## config.mk

```make
export PLATFORM = sky130hd
export DESIGN_NAME = ddr_axi_wr_master
export DESIGN_NICKNAME = d
export VERILOG_FILES = /design/src/rtl/ddr_pkg.sv /design/src/rtl/ddr_wr_outstanding_ctr.sv /design/src/rtl/ddr_axi_wr_master.sv
export SDC_FILE = /design/constraint.sdc
export NUM_CORES = 1
export LEC_CHECK = 0
export BUFFER_PORTS_ARGS = -buffer_cell sky130_fd_sc_hd__buf_4
export CAP_MARGIN = 20
export CORE_AREA = 2 2 110 123
export DETAILED_ROUTE_END_ITERATION = 16
export DIE_AREA = 0 0 112 125
export PLACE_DENSITY = 0.87
export SYNTH_ARGS = -nofsm -noshare
export SYNTH_HDL_FRONTEND = slang
export SYNTH_SLANG_ARGS = --single-unit
```

## constraint.sdc

```tcl
create_clock -name clk -period 7.85 [get_ports clk]
set_input_delay 0.785 -clock clk [delete_from_list [all_inputs] [get_ports clk]]
set_output_delay 0.785 -clock clk [all_outputs]
set_load 0.005 [all_outputs]
```

## src/rtl/ddr_pkg.sv

```systemverilog
// Shared AXI constants and {addr,data} stream-word layout for the DDR read/write masters.
// Pure declarations: no logic, no latency, no flow control.
package ddr_pkg;

  localparam logic [1:0] AXI_BURST_INCR = 2'b01;

  localparam logic [1:0] AXI_RESP_OKAY   = 2'b00;
  localparam logic [1:0] AXI_RESP_EXOKAY = 2'b01;
  localparam logic [1:0] AXI_RESP_SLVERR = 2'b10;
  localparam logic [1:0] AXI_RESP_DECERR = 2'b11;

  // Stream word is {addr, data}; data sits in the low bits, address directly above it.
  localparam int STREAM_DATA_LSB = 0;

  function automatic int stream_addr_lsb(input int data_width);
    return STREAM_DATA_LSB + data_width;
  endfunction

  function automatic int clog2(input int value);
    int r;
    r = 0;
    while ((1 << r) < value) r = r + 1;
    return r;
  endfunction

endpackage

```

## src/rtl/ddr_wr_outstanding_ctr.sv

```systemverilog
// Up/down outstanding-transaction counter: full/empty flags, simultaneous inc+dec nets to zero.
// Count updates the cycle after inc/dec; dec at zero and inc at full (without dec) are ignored.
module ddr_wr_outstanding_ctr
  import ddr_pkg::*;
#(
  parameter int MAX = 8
) (
  input  logic clk,
  input  logic rstn,
  input  logic inc,
  input  logic dec,
  output logic full,
  output logic empty_nxt
);

  localparam int CW = clog2(MAX) + 1;

  logic [CW-1:0] cnt;
  logic [CW-1:0] cnt_nxt;
  logic          inc_eff;
  logic          dec_eff;

  assign full    = (cnt == CW'(MAX));
  assign dec_eff = dec & (cnt != '0);
  // A decrement in the same cycle frees the slot an increment at full would need.
  assign inc_eff = inc & (!full | dec_eff);

  always_comb begin
    cnt_nxt = cnt;
    if (inc_eff && !dec_eff)
      cnt_nxt = cnt + 1'b1;
    else if (dec_eff && !inc_eff)
      cnt_nxt = cnt - 1'b1;
  end

  assign empty_nxt = (cnt_nxt == '0);

  always_ff @(posedge clk or negedge rstn) begin
    if (!rstn)
      cnt <= '0;
    else
      cnt <= cnt_nxt;
  end

endmodule

```

## src/rtl/ddr_axi_wr_master.sv

```systemverilog
// Turns each {addr,data} stream word into a single-beat AXI4 write; AW/W valid one cycle after accept.
// Input stalls while a pending AW or W is not being taken or MAX_OUTSTANDING writes await B; DDR_WR_PERF_CNT_EN adds wr_cycles.
module ddr_axi_wr_master
  import ddr_pkg::*;
#(
  parameter int DATA_WIDTH      = 64,
  parameter int ADDR_WIDTH      = 32,
  parameter int MAX_OUTSTANDING = 8
) (
  input  logic                           clk,
  input  logic                           rstn,
  input  logic [DATA_WIDTH+ADDR_WIDTH-1:0] s_axis_tdata,
  input  logic                           s_axis_tvalid,
  output logic                           s_axis_tready,
  output logic [ADDR_WIDTH-1:0]          m_axi_awaddr,
  output logic [7:0]                     m_axi_awlen,
  output logic [2:0]                     m_axi_awsize,
  output logic [1:0]                     m_axi_awburst,
  output logic                           m_axi_awvalid,
  input  logic                           m_axi_awready,
  output logic [DATA_WIDTH-1:0]          m_axi_wdata,
  output logic [DATA_WIDTH/8-1:0]        m_axi_wstrb,
  output logic                           m_axi_wlast,
  output logic                           m_axi_wvalid,
  input  logic                           m_axi_wready,
  input  logic [1:0]                     m_axi_bresp,
  input  logic                           m_axi_bvalid,
  output logic                           m_axi_bready,
  output logic [31:0]                    wr_done_cnt,
  output logic [15:0]                    wr_err_cnt,
`ifdef DDR_WR_PERF_CNT_EN
  output logic [31:0]                    wr_cycles,
`endif
  output logic                           idle
);

  localparam int ADDR_LSB = stream_addr_lsb(DATA_WIDTH);

  logic [1:0] rst_sync;
  logic       rst_i;
  logic       aw_pend;
  logic       w_pend;
  logic       aw_pend_nxt;
  logic       w_pend_nxt;
  logic       accept;
  logic       ost_full;
  logic       ost_empty_nxt;
  logic       b_err;

  // Reset asserts asynchronously but releases two clocks after rstn rises.
  always_ff @(posedge clk or negedge rstn) begin
    if (!rstn)
      rst_sync <= 2'b00;
    else
      rst_sync <= {rst_sync[0], 1'b1};
  end
  assign rst_i = rst_sync[1];

  assign m_axi_awlen   = 8'd0;
  assign m_axi_awsize  = 3'(clog2(DATA_WIDTH / 8));
  assign m_axi_awburst = AXI_BURST_INCR;
  assign m_axi_wstrb   = '1;
  assign m_axi_wlast   = 1'b1;
  assign m_axi_bready  = 1'b1;
  assign m_axi_awvalid = aw_pend;
  assign m_axi_wvalid  = w_pend;

  assign s_axis_tready = (!aw_pend | m_axi_awready) & (!w_pend | m_axi_wready) & !ost_full;
  assign accept        = s_axis_tvalid & s_axis_tready;
  assign b_err         = (m_axi_bresp == AXI_RESP_SLVERR) | (m_axi_bresp == AXI_RESP_DECERR);

  always_comb begin
    aw_pend_nxt = aw_pend;
    w_pend_nxt  = w_pend;
    if (accept)
      aw_pend_nxt = 1'b1;
    else if (m_axi_awready)
      aw_pend_nxt = 1'b0;
    if (accept)
      w_pend_nxt = 1'b1;
    else if (m_axi_wready)
      w_pend_nxt = 1'b0;
  end

  ddr_wr_outstanding_ctr #(
    .MAX (MAX_OUTSTANDING)
  ) u_ost (
    .clk       (clk),
    .rstn      (rst_i),
    .inc       (accept),
    .dec       (m_axi_bvalid),
    .full      (ost_full),
    .empty_nxt (ost_empty_nxt)
  );

  always_ff @(posedge clk or negedge rst_i) begin
    if (!rst_i) begin
      aw_pend      <= 1'b0;
      w_pend       <= 1'b0;
      m_axi_awaddr <= '0;
      m_axi_wdata  <= '0;
      wr_done_cnt  <= '0;
      wr_err_cnt   <= '0;
      idle         <= 1'b1;
    end else begin
      aw_pend <= aw_pend_nxt;
      w_pend  <= w_pend_nxt;
      // Accept implies both holding slots are free or draining this cycle, so AXI stability holds.
      if (accept) begin
        m_axi_awaddr <= s_axis_tdata[ADDR_LSB +: ADDR_WIDTH];
        m_axi_wdata  <= s_axis_tdata[STREAM_DATA_LSB +: DATA_WIDTH];
      end
      if (m_axi_bvalid) begin
        wr_done_cnt <= wr_done_cnt + 32'd1;
        if (b_err && (wr_err_cnt != 16'hFFFF))
          wr_err_cnt <= wr_err_cnt + 16'd1;
      end
      idle <= !aw_pend_nxt & !w_pend_nxt & ost_empty_nxt;
    end
  end

`ifdef DDR_WR_PERF_CNT_EN
  // The accepting cycle itself counts, so a lone write from idle contributes its full busy span.
  always_ff @(posedge clk or negedge rst_i) begin
    if (!rst_i)
      wr_cycles <= '0;
    else if (!idle || accept)
      wr_cycles <= wr_cycles + 32'd1;
  end
`endif

endmodule

```

==> reports/qor.csv <==
stage;metric;value;unit
floorplanning;Die H;125;um
cts;cts repair resizes;0;
timing;f_max;337;MHz
layout;Area Overhead vs Synth;39.7;%
cts;Root Buffer;clkbuf_16;
cts;CTS tree;built;
layout;ANT cells;0;
yosys;cell count after synthesis;487;
run_status;outcome;complete, no violations;
yosys;sequential element share of the synthesized area;59.2;%
critical_path;CP max FO;6;
global_route;vias in the first global route;4871;
pwr;Reg power frac;41.0;%
pwr;Max VDD drop;0.000209;V
timing;Setup-failing EPs final;0;
critical_path;CP Data Arrival Time;2180;ps
cts;clk sink count;153;
timing;Final Skew;9.96;ps
detailed_routing;Pre-Repair DR Iteration Count;4;
critical_path;Largest delay share family, worst path;simple AND/OR/NAND/NOR gates;
detailed_routing;DRC violations left;0;
floorplanning;io pins;275;
detailed_routing;via count;4744;
global_route;largest net degree at the start of global routing;94;
global_route;GRT Util Overall;21.3;%
yosys;Main synth FF type;dfrtp_1;
yosys;yosys warns;0;
detailed_routing;DRT Wirelength;15000;um
critical_path;CP Launch Type;register;
pwr;switch share;28.5;%
timing;final max-slew violation count;0;
critical_path;Max stage delay on crit path;440;ps
critical_path;Buf/Inv on CP;2;
yosys;Synth Cell Area;0.00647;sq mm
critical_path;worst path cell trace;inv_1 > ha_1 > nor2b_1 > nand2_1 > and3_1 > buf_4;
pwr;Tot Pwr;0.00308;W
timing;final hold viol count;0;
timing;Final Critical Period;2970;ps
place;placed wire-length estimate;10900;um
timing;Max-slew headroom;44.3;%
critical_path;CP Class;reg -> out;
hold_path;hold crit path type;in -> async;
pwr;Pint;0.00220;W
timing;Tightest Pin Transition;836;ps
global_route;GRT Residual Overflow;0;
pwr;clock share of power;26.5;%
layout;layout cell share with drive strength beyond 1;51.7;%
critical_path;critical path capture point type;primary output;
floorplanning;Site Rows;44;
detailed_routing;drt wl/cell;16.4;um
place;Final Wtd Congestion;0.857;
critical_path;Critical Path Source;u_ost.cnt[0]$_DFF_PN0_;
place;dpl ws;4720;ps
layout;layout net count;848;
critical_path;CP Data Required Time;7070;ps
detailed_routing;Routed Antenna Nets;0;
cts;# H-tree levels;4;
timing;RSZ-0062 raised after global routing;no;
floorplanning;Initial Util;50.2;%
detailed_routing;First DRT Iteration DRCs;230;
global_route;first-pass GRT wire length;24100;um
place;IO buf count;250;
global_route;initial antenna violation count;0;
cts;Post-CTS Setup Inserts;0;
pwr;Leakage Power;4.36;nW
floorplanning;Core ar.;0.0129;sq mm
pwr;switching power;0.000879;W
critical_path;Critical R2R Launch;u_ost.cnt[0]$_DFF_PN0_;
floorplanning;Die ar.;0.0140;sq mm
cts;Num CTS Buffers;17;
detailed_routing;Via-to-Cell Ratio;5.20;
pwr;Comb pwr share;32.4;%
critical_path;slowest CP cell;dfrtp_1;
yosys;async set-reset flop share out of synthesis;100;%
flow_run;max cap viols;0;
cts;clock latency on the worst-skew pair;410;ps
yosys;Post-synth EDFFs;0;
cts;Max Root-Sink Buffers;2;
timing;final setup TNS;0;ps
yosys;synthesis-stage register bit count;153;
layout;Core Util, Final;70.2;%
timing;final period utilization;37.8;%
yosys;synthesized area per cell;13.3;sq um
pwr;PwrDens;341;mW/mm^2
cts;CTS clk-pin slew, worst paths;60;ps
floorplanning;Chip Width;112;um
yosys;Yosys cell types;51;
cts;Post-CTS Hold Buffers;0;
timing;Final WS setup;4880;ps
[state kept, by name (all words and copies together), names as in the netlist]
name,count
m_axi_wdata,64
idle,1
rst_sync,2
u_ost.cnt,4
m_axi_wvalid,1
wr_done_cnt,32
m_axi_awvalid,1
wr_err_cnt,16
m_axi_awaddr,32
[path summary, 6_finish.rpt]
check / end / slack, ps / cells after the start
hold reg to reg: u_ost.cnt[0]$_DFF_PN0_ / 200 / 0
hold / removal: rst_sync[1]$_DFF_PN0_ / 150 / 1
max in group asynchronous: m_axi_wdata[11]$_DFFE_PN0P_ / 6520 / 1
setup reg to reg: m_axi_awaddr[9]$_DFFE_PN0P_ / 5070 / 8
min in group clk: rst_sync[1]$_DFF_PN0_ / 360 / 0
setup / recovery: s_axis_tready / 4880 / 6
[cell usage after synthesis, drive strengths merged (2+ instances only)]
master / number / area, sq um
a21oi: 4 / 20.0
a31oi: 3 / 18.8
and2: 2 / 12.5
and3: 10 / 62.6
and4: 4 / 35.0
buf: 37 / 248
clkbuf: 5 / 18.8
conb: 2 / 7.51
dfrtp: 152 / 3800
ha: 4 / 50.1
inv: 4 / 15.0
mux2: 98 / 1100
nand2: 23 / 86.3
nand2b: 3 / 18.8
nand3: 23 / 120
nand4: 14 / 87.6
nor2: 15 / 56.3
nor2b: 2 / 12.5
nor3: 8 / 55.1
o21ai: 4 / 20.0
xnor2: 29 / 254
xor2: 18 / 158
[power by group through the flow]
| stage | sequential, W | clock (W) | combinational (W) |
|---|---|---|---|
| 2_1_floorplan | 0.00127 | 0 | 0.000433 |
| 3_3_place_gp | 0.00125 | 0 | 0.000957 |
| 3_5_place_dp | 0.00128 | 0 | 0.000997 |
| 4_1_cts | 0.00127 | 0.000835 | 0.00100 |
| 5_1_grt | 0.00131 | 0.000871 | 0.00108 |
| 6_report | 0.00127 | 0.000817 | 0.00100 |
[layout make-up]
type	instances	area (sq um)
sequential	153	3830
timing repair buffer	254	1950
inverter	5	18.8
multi-input combinational	309	2450
tap	161	201
clock inverter	11	149
clock buffer	19	443
fill	897	3840
[cell usage in the layout (no fill, tap or decap), drive strengths merged, types with 8 or more instances in the layout]
master and instances:
conb 24, and3 10, nand4 14, nor3 8, clkbuf 19, buf 254
nor2 15, mux2 98, nand3 23, xor2 18, nand2 23, xnor2 29
dfrtp 152
[cell families (layout without fill, tap and decap cells)]
group	Yosys count	in the layout	share of synthesized area, %
adders and majority gates	4	4	0.773
other	2	24	0.116
AOI/OAI and AO/OA	24	24	2.55
and+or+nand+nor	111	111	9.41
DFF	153	153	59.2
muxes	99	99	17.2
buffers and inverters	47	289	4.41
xor gates and xnor gates	47	47	6.36
[per-stage QoR]
step | std cells | cell area, sq um | hold slack [ps]
global route | 912 | 9040 | 123
global placement | 880 | 8390 | 338
finish | 912 | 9040 | 152
CTS | 910 | 8980 | 127
detailed placement | 880 | 8390 | 341
floorplan | 509 | 6560 | 331
[per-layer routing]
metal	part of all wire, %	global-route usage (%)	vias up	routed length, um
li1	-	-	2165	-
met1	40	26.4	2357	5930
met2	53	36.5	201	7890
met3	6.0	5.48	21	902
met4	1.6	7.03	0	242
met5	0	0	-	0
Note: power is estimated with default switching activity, not from simulation.
